[config.mk]
export PLATFORM = sky130hd
export DESIGN_NAME = score_keeper_flat
export DESIGN_NICKNAME = d
export VERILOG_FILES = /design/src/rtl/score_keeper_if.sv /design/src/rtl/score_keeper.sv /design/src/flat_wrapper.sv
export SDC_FILE = /design/constraint.sdc
export NUM_CORES = 1
export LEC_CHECK = 0
export BUFFER_PORTS_ARGS = -buffer_cell sky130_fd_sc_hd__buf_2
export CAP_MARGIN = 20
export CORE_AREA = 3 3 98 100
export CTS_BUF_LIST = sky130_fd_sc_hd__clkbuf_8
export CTS_CLUSTER_SIZE = 12
export DETAILED_ROUTE_END_ITERATION = 8
export DIE_AREA = 0 0 101 103
export PLACE_DENSITY = 0.71
export SLEW_MARGIN = 20
export SYNTH_ARGS = -nofsm -noshare
export SYNTH_HDL_FRONTEND = slang
export SYNTH_SLANG_ARGS = --single-unit
[constraint.sdc]
create_clock -name clk -period 6.5 [get_ports clk]
set_input_delay 0.325 -clock clk [delete_from_list [all_inputs] [get_ports clk]]
set_output_delay 0.325 -clock clk [all_outputs]
set_load 0.02 [all_outputs]
[src/rtl/score_keeper_if.sv]
// Event/score bundle between the board engine and game control (master) and score_keeper (slave).
interface score_keeper_if;
  logic        clr;
  logic        clear_valid;
  logic [2:0]  clear_lines;
  logic [15:0] score;
  logic        score_inc;
  logic [7:0]  lines_total;
  logic [3:0]  level;
  logic [3:0]  combo;
  logic        busy;
  logic        drop_err;

  modport master (
    output clr, clear_valid, clear_lines,
    input  score, score_inc, lines_total, level, combo, busy, drop_err
  );

  modport slave (
    input  clr, clear_valid, clear_lines,
    output score, score_inc, lines_total, level, combo, busy, drop_err
  );
endinterface

[src/rtl/score_keeper.sv]
// Score keeper: digit-serial BCD scoring of line-clear events with a one-deep pending slot.
// Optional combo bonus is enabled by defining SCORE_COMBO_EN.
module score_keeper #(
  parameter logic [7:0] PTS1        = 8'h01,
  parameter logic [7:0] PTS2        = 8'h03,
  parameter logic [7:0] PTS3        = 8'h05,
  parameter logic [7:0] PTS4        = 8'h08,
  parameter int         COMBO_MAX   = 9,
  parameter int         LEVEL_LINES = 10
) (
  input  logic          clk,
  input  logic          reset,
  score_keeper_if.slave bus
);

  typedef enum logic [1:0] {IDLE, ADD, COMMIT} state_e;

  localparam logic [7:0] LevelDiv = 8'(LEVEL_LINES);

  // The combo bonus is a single BCD digit and the level divider must fit the line counter.
  if (COMBO_MAX < 0 || COMBO_MAX > 9 || LEVEL_LINES < 1 || LEVEL_LINES > 255) begin : g_bad_params
    $error("score_keeper: COMBO_MAX must be 0..9 and LEVEL_LINES 1..255");
  end

  state_e          state_q;
  logic [15:0]     score_q;
  logic [3:0][3:0] work_q;
  logic [7:0]      addend_q;
  logic [1:0]      digit_q;
  logic            carry_q;
  logic            pend_valid_q;
  logic [2:0]      pend_lines_q;
  logic [7:0]      lines_q;
  logic [3:0]      level_q;
  logic            score_inc_q;
  logic            drop_err_q;

  logic            take_pend_d;
  logic            take_new_d;
  logic            accept_d;
  logic            store_new_d;
  logic            drop_d;
  logic            pend_valid_d;
  logic [2:0]      acc_raw_d;
  logic [2:0]      acc_n_d;
  logic [7:0]      pts_d;
  logic [7:0]      addend_d;
  logic [8:0]      lines_sum_d;
  logic [7:0]      lines_d;
  logic [7:0]      level_quot_d;
  logic [3:0]      level_d;
  logic [3:0]      add_digit_d;
  logic [4:0]      wk_d;
  logic [3:0]      digit_d;
  logic            carry_d;

`ifdef SCORE_COMBO_EN
  localparam logic [3:0] ComboCap = 4'(COMBO_MAX);

  logic [3:0] combo_q;
  logic [3:0] combo_d;

  function automatic logic [7:0] bcd_bonus(input logic [7:0] pts, input logic [3:0] bonus);
    logic [4:0] lo;
    logic [4:0] hi;
    lo = {1'b0, pts[3:0]} + {1'b0, bonus};
    hi = {1'b0, pts[7:4]};
    if (lo > 5'd9) begin
      lo = lo - 5'd10;
      hi = hi + 5'd1;
    end
    if (hi > 5'd9) begin
      return 8'h99;
    end
    return {hi[3:0], lo[3:0]};
  endfunction
`endif

  // Intake arbitration: a waiting event beats a new one, which then takes its place in the slot.
  always_comb begin
    take_pend_d  = (state_q == IDLE) && pend_valid_q;
    take_new_d   = (state_q == IDLE) && !pend_valid_q && bus.clear_valid;
    accept_d     = take_pend_d || take_new_d;
    store_new_d  = bus.clear_valid && !take_new_d && (!pend_valid_q || take_pend_d);
    drop_d       = bus.clear_valid && pend_valid_q && !take_pend_d;
    pend_valid_d = (pend_valid_q && !take_pend_d) || store_new_d;

    acc_raw_d = take_pend_d ? pend_lines_q : bus.clear_lines;
    acc_n_d   = (acc_raw_d > 3'd4) ? 3'd4 : acc_raw_d;

    case (acc_n_d)
      3'd1:    pts_d = PTS1;
      3'd2:    pts_d = PTS2;
      3'd3:    pts_d = PTS3;
      default: pts_d = PTS4;
    endcase

`ifdef SCORE_COMBO_EN
    addend_d = bcd_bonus(pts_d, combo_q);
    combo_d  = (combo_q >= ComboCap) ? ComboCap : combo_q + 4'd1;
`else
    addend_d = pts_d;
`endif

    lines_sum_d  = {1'b0, lines_q} + {6'd0, acc_n_d};
    lines_d      = lines_sum_d[8] ? 8'hFF : lines_sum_d[7:0];
    level_quot_d = lines_d / LevelDiv;
    level_d      = (level_quot_d > 8'd15) ? 4'd15 : level_quot_d[3:0];
  end

  // One BCD digit of work + addend per ADD cycle; the addend only has two digits.
  always_comb begin
    case (digit_q)
      2'd0:    add_digit_d = addend_q[3:0];
      2'd1:    add_digit_d = addend_q[7:4];
      default: add_digit_d = 4'd0;
    endcase
    wk_d    = {1'b0, work_q[digit_q]} + {1'b0, add_digit_d} + {4'd0, carry_q};
    carry_d = (wk_d > 5'd9);
    digit_d = carry_d ? 4'(wk_d - 5'd10) : wk_d[3:0];
  end

  always_ff @(posedge clk or posedge reset) begin
    if (reset) begin
      state_q      <= IDLE;
      score_q      <= 16'h0000;
      work_q       <= 16'h0000;
      addend_q     <= 8'h00;
      digit_q      <= 2'd0;
      carry_q      <= 1'b0;
      pend_valid_q <= 1'b0;
      pend_lines_q <= 3'd0;
      lines_q      <= 8'd0;
      level_q      <= 4'd0;
      score_inc_q  <= 1'b0;
      drop_err_q   <= 1'b0;
`ifdef SCORE_COMBO_EN
      combo_q      <= 4'd0;
`endif
    end else if (bus.clr) begin
      state_q      <= IDLE;
      score_q      <= 16'h0000;
      work_q       <= 16'h0000;
      addend_q     <= 8'h00;
      digit_q      <= 2'd0;
      carry_q      <= 1'b0;
      pend_valid_q <= 1'b0;
      pend_lines_q <= 3'd0;
      lines_q      <= 8'd0;
      level_q      <= 4'd0;
      score_inc_q  <= 1'b0;
      drop_err_q   <= 1'b0;
`ifdef SCORE_COMBO_EN
      combo_q      <= 4'd0;
`endif
    end else begin
      score_inc_q  <= 1'b0;
      pend_valid_q <= pend_valid_d;
      if (store_new_d) begin
        pend_lines_q <= bus.clear_lines;
      end
      if (drop_d) begin
        drop_err_q <= 1'b1;
      end

      case (state_q)
        IDLE: begin
          if (accept_d) begin
            if (acc_n_d == 3'd0) begin
`ifdef SCORE_COMBO_EN
              combo_q <= 4'd0;
`endif
            end else begin
              addend_q <= addend_d;
              lines_q  <= lines_d;
              level_q  <= level_d;
              work_q   <= score_q;
              digit_q  <= 2'd0;
              carry_q  <= 1'b0;
              state_q  <= ADD;
`ifdef SCORE_COMBO_EN
              combo_q  <= combo_d;
`endif
            end
          end
        end

        ADD: begin
          work_q[digit_q] <= digit_d;
          carry_q         <= carry_d;
          digit_q         <= digit_q + 2'd1;
          // A carry out of the top digit means the score overflowed: pin it at 9999.
          if (digit_q == 2'd3) begin
            state_q <= COMMIT;
            if (carry_d) begin
              work_q <= 16'h9999;
            end
          end
        end

        COMMIT: begin
          score_q     <= work_q;
          score_inc_q <= 1'b1;
          state_q     <= IDLE;
        end

        default: state_q <= IDLE;
      endcase
    end
  end

  assign bus.score       = score_q;
  assign bus.score_inc   = score_inc_q;
  assign bus.lines_total = lines_q;
  assign bus.level       = level_q;
  assign bus.busy        = (state_q != IDLE) || pend_valid_q;
  assign bus.drop_err    = drop_err_q;
`ifdef SCORE_COMBO_EN
  assign bus.combo       = combo_q;
`else
  assign bus.combo       = 4'd0;
`endif

endmodule

[src/flat_wrapper.sv]
// flat-port wrapper written by rule: the top's interface ports become plain ports
module score_keeper_flat 
#(
  parameter logic [7:0] PTS1        = 8'h01,
  parameter logic [7:0] PTS2        = 8'h03,
  parameter logic [7:0] PTS3        = 8'h05,
  parameter logic [7:0] PTS4        = 8'h08,
  parameter int         COMBO_MAX   = 9,
  parameter int         LEVEL_LINES = 10
)
  (clk, reset, bus_clr, bus_clear_valid, bus_clear_lines, bus_score, bus_score_inc, bus_lines_total, bus_level, bus_combo, bus_busy, bus_drop_err);
  score_keeper_if bus_i ();
  input  logic clk;
  input  logic reset;
  input wire logic [$bits(bus_i.clr)-1:0] bus_clr;
  input wire logic [$bits(bus_i.clear_valid)-1:0] bus_clear_valid;
  input wire logic [$bits(bus_i.clear_lines)-1:0] bus_clear_lines;
  output wire logic [$bits(bus_i.score)-1:0] bus_score;
  output wire logic [$bits(bus_i.score_inc)-1:0] bus_score_inc;
  output wire logic [$bits(bus_i.lines_total)-1:0] bus_lines_total;
  output wire logic [$bits(bus_i.level)-1:0] bus_level;
  output wire logic [$bits(bus_i.combo)-1:0] bus_combo;
  output wire logic [$bits(bus_i.busy)-1:0] bus_busy;
  output wire logic [$bits(bus_i.drop_err)-1:0] bus_drop_err;
  assign bus_i.clr = bus_clr;
  assign bus_i.clear_valid = bus_clear_valid;
  assign bus_i.clear_lines = bus_clear_lines;
  assign bus_score = bus_i.score;
  assign bus_score_inc = bus_i.score_inc;
  assign bus_lines_total = bus_i.lines_total;
  assign bus_level = bus_i.level;
  assign bus_combo = bus_i.combo;
  assign bus_busy = bus_i.busy;
  assign bus_drop_err = bus_i.drop_err;
  score_keeper #(.PTS1(PTS1), .PTS2(PTS2), .PTS3(PTS3), .PTS4(PTS4), .COMBO_MAX(COMBO_MAX), .LEVEL_LINES(LEVEL_LINES)) u_core (.clk(clk), .reset(reset), .bus(bus_i));
endmodule
==> reports/results.ini <==
[detailed_routing]
drc=0
vias=3455
drt_wl_total_mm=9.711
drtAntennaViolNets=0
drt-initial-drc-count=210
firstDrtPassIters=5
avgViaCountPerCell=5.998
avgRoutedWirePerCell_um=16.86

[timing]
final_max_slew_viol_count=0
hold_viol_final=0
fmax_mhz=179.3
worstMarginPinSlew_ns=0.7895
tns_ns=0
timing.hold.ws_ns=0.1783
period_share_pct=85.81
finalWorstSetupSlack_ns=0.9227
setup_violations=0
fin_crit_ns=5.577
max_slew_margin_pct=47.17
skew_ns=0.005774
rsz0062_at_grt=no

[placed_design]
place_congestion=0.9376
dp_hpwl_mm=6.945
portBuffers=37
dp_worst_setup_slack_ns=0.9767

[synth]
ys_warn_count=0
synth_cells=433
synth_area_leaders=dfrtp_1, ha_1, nor2_1
synth_xor_area_share_pct=2.931
ys_seq_elements=59
synth_edf_count=0
synth_fa_ha_area_share_pct=5.616
synthSimpleGateAreaFrac_pct=16.97
netlist_area_sq_um=4055
yosys-mux-area-fraction_pct=7.991
synth_top_family_by_area=compound AO/OA/AOI/OAI gates
async_reset_ff_share_pct=100.0
synth_compound_area_share_pct=25.67
synth_top_area_share_pct=36.41
synth_flop_cell=dfrtp_1
synth_cell_type_count=79
yosys.area.top_type=dfrtp_1
seq_area_frac_synth_pct=36.41
avgSynthCellArea_sq_um=9.365

[power]
p_total_uw=1071
p_leak_uw=0.002032
power_density_nw_per_um2=237.7
ir_drop_v=0.00009086

[cells_and_area]
drive_gt1_share_pct=19.23
syn2layout_area_growth_pct=11.08
diodes=0
nNetsFinal=488
layout_common_cells=dfrtp_1, nor2_1, buf_2
multi_input_area_sq_um=2426
nFillCells=824
regArea_sq_um=1476
final_common_cell=dfrtp_1

[setup_path]
cp-end-kind=flop
critPathKind=reg -> reg
rr_worst_depth=20
path_max_fanout=9
rr_startpoint=u_core.state_q[1]$_DFFE_PP0P_
crit_required_ns=6.72
cp.arrival_ns=5.80
reg2reg_slack_ns=0.92
start_kind=flop
reg2reg_to=u_core.bus.level[0]$_DFFE_PP0P_

[floorplanning]
fp.coreArea_sq_um=8763
io_pins=42
rows=34
start_util_pct=46.27
chipHeight_um=103
die_w_um=101
fp.dieArea_sq_um=10400

[clocking]
cts_setup_buffers=0
clk_path_buf_depth=2
insertion_delay_ns=0.34
cts_resized=0
cts_sinks=59
root_buffer=clkbuf_8
clk_pin_slew_ns=0.07
cts_hold_buf=0
cts_buffers=9
htreeDepth=3
tritoncts=yes

[grt]
grt_overflow_total=0
grt_pass1_vias=3385
track_usage_pct=20.11
grt_pass1_wl_mm=16.75
grt_max_degree=60
antenna_found_initial=0

[min_path]
hp-class=in -> async

[run]
maxCapViolCount=0

[outcome]
status=finished, final reports clean

layout make-up:
type	instances	area share (%)
Clock buffer	10	3.056
Clock inverter	5	1.194
Inverter	12	1.000
Multi-Input combinational cell	339	53.86
Sequential cell	59	32.78
Tap cell	108	3.000
Timing Repair Buffer	43	5.111
per-layer routing:
metal  share of wire (%)  up-vias  GRT usage [%]
li1                    -     1657              -
met1                  47     1696          27.89
met2                  47       93          31.90
met3                 5.1        9          4.398
met4                 1.0        0          5.624
met5                   0        -              0
worst max-delay path: stages (launching register included):
cell and delay (ns):
dfrtp_1 0.44, or3b_1 0.59, mux2i_1 0.38, nor2_1 0.11, ha_1 0.26, ha_1 0.29, o41ai_1 0.56, nor2_1 0.21
inv_2 0.20, ha_1 0.29, o21ai_0 0.12, o32ai_1 0.15, a22o_1 0.27, o21ai_4 0.21, a21boi_2 0.24, ha_1 0.18
xnor3_1 0.40, xnor2_1 0.14, nand3_1 0.09, nor3_1 0.26, nor3_2 0.08
synthesized netlist by cell type (3+ instances only):
cell,instances
clkbuf_1,18
mux2i_1,13
a21oi_1,17
nand2_1,35
o221ai_1,3
a21o_1,5
and2_1,7
a31oi_1,5
a211oi_1,5
mux2_2,6
o22ai_1,4
o211ai_1,12
dfrtp_1,59
a22o_1,19
inv_1,11
buf_4,4
nor3_1,8
mux4_2,4
nand2b_1,6
xor2_1,4
nor2_1,50
xnor2_1,7
o21ai_0,29
ha_1,15
o31ai_1,3
nand3b_1,4
nand3_1,10
a21oi_2,3
nand4b_1,3
or2_2,3
and3_1,3
stage by stage:
step / util (%) / instances / area [sq um]
after floorplan: - / 436 / 4066
after global placement: 49.14 / 561 / 4307
after detailed placement: 49.14 / 561 / 4307
after CTS: 51.33 / 576 / 4498
after global routing: 51.40 / 576 / 4504
final: 51.40 / 576 / 4504
registers in the layout, summed over array words and instances, names as in the netlist:
| signal | flops |
|---|---|
| u_core.bus.score | 16 |
| u_core.work_q | 16 |
| u_core.bus.lines_total | 8 |
| u_core.addend_q | 4 |
| u_core.bus.level | 4 |
| u_core.pend_lines_q | 3 |
| u_core.digit_q | 2 |
| u_core.state_q | 2 |
| u_core.bus.drop_err | 1 |
| u_core.bus.score_inc | 1 |
| u_core.carry_q | 1 |
| u_core.pend_valid_q | 1 |
worst max-delay path by stage:
| stage | slack (ns) | start | endpoint |
|---|---|---|---|
| floorplan | 1.62 | u_core.state_q[1]$_DFFE_PP0P_ | u_core.bus.level[0]$_DFFE_PP0P_ |
| global placement | 1.24 | u_core.state_q[1]$_DFFE_PP0P_ | u_core.bus.level[0]$_DFFE_PP0P_ |
| detailed placement | 0.98 | u_core.state_q[1]$_DFFE_PP0P_ | u_core.bus.level[0]$_DFFE_PP0P_ |
| CTS | 0.99 | u_core.state_q[1]$_DFFE_PP0P_ | u_core.bus.level[0]$_DFFE_PP0P_ |
| global route | 0.52 | u_core.state_q[1]$_DFFE_PP0P_ | u_core.bus.level[0]$_DFFE_PP0P_ |
| finish | 0.92 | u_core.state_q[1]$_DFFE_PP0P_ | u_core.bus.level[0]$_DFFE_PP0P_ |
power by group:
group	switching [uW]	internal [uW]	total, uW	leakage [uW]
logic	192	120	313	0.00112
registers	33.4	393	426	0.000813
clock network	148	184	332	0.000102
logic make-up after synthesis:
family / count (synthesis)
AND/OR/NAND/NOR: 144
AO/OA/AOI/OAI: 137
flip-flops: 59
buffers and inverters: 38
multiplexers: 25
adder cells (fa/ha/maj): 17
XOR/XNOR: 12
other: 1
Note: power is estimated with default switching activity, not from simulation.
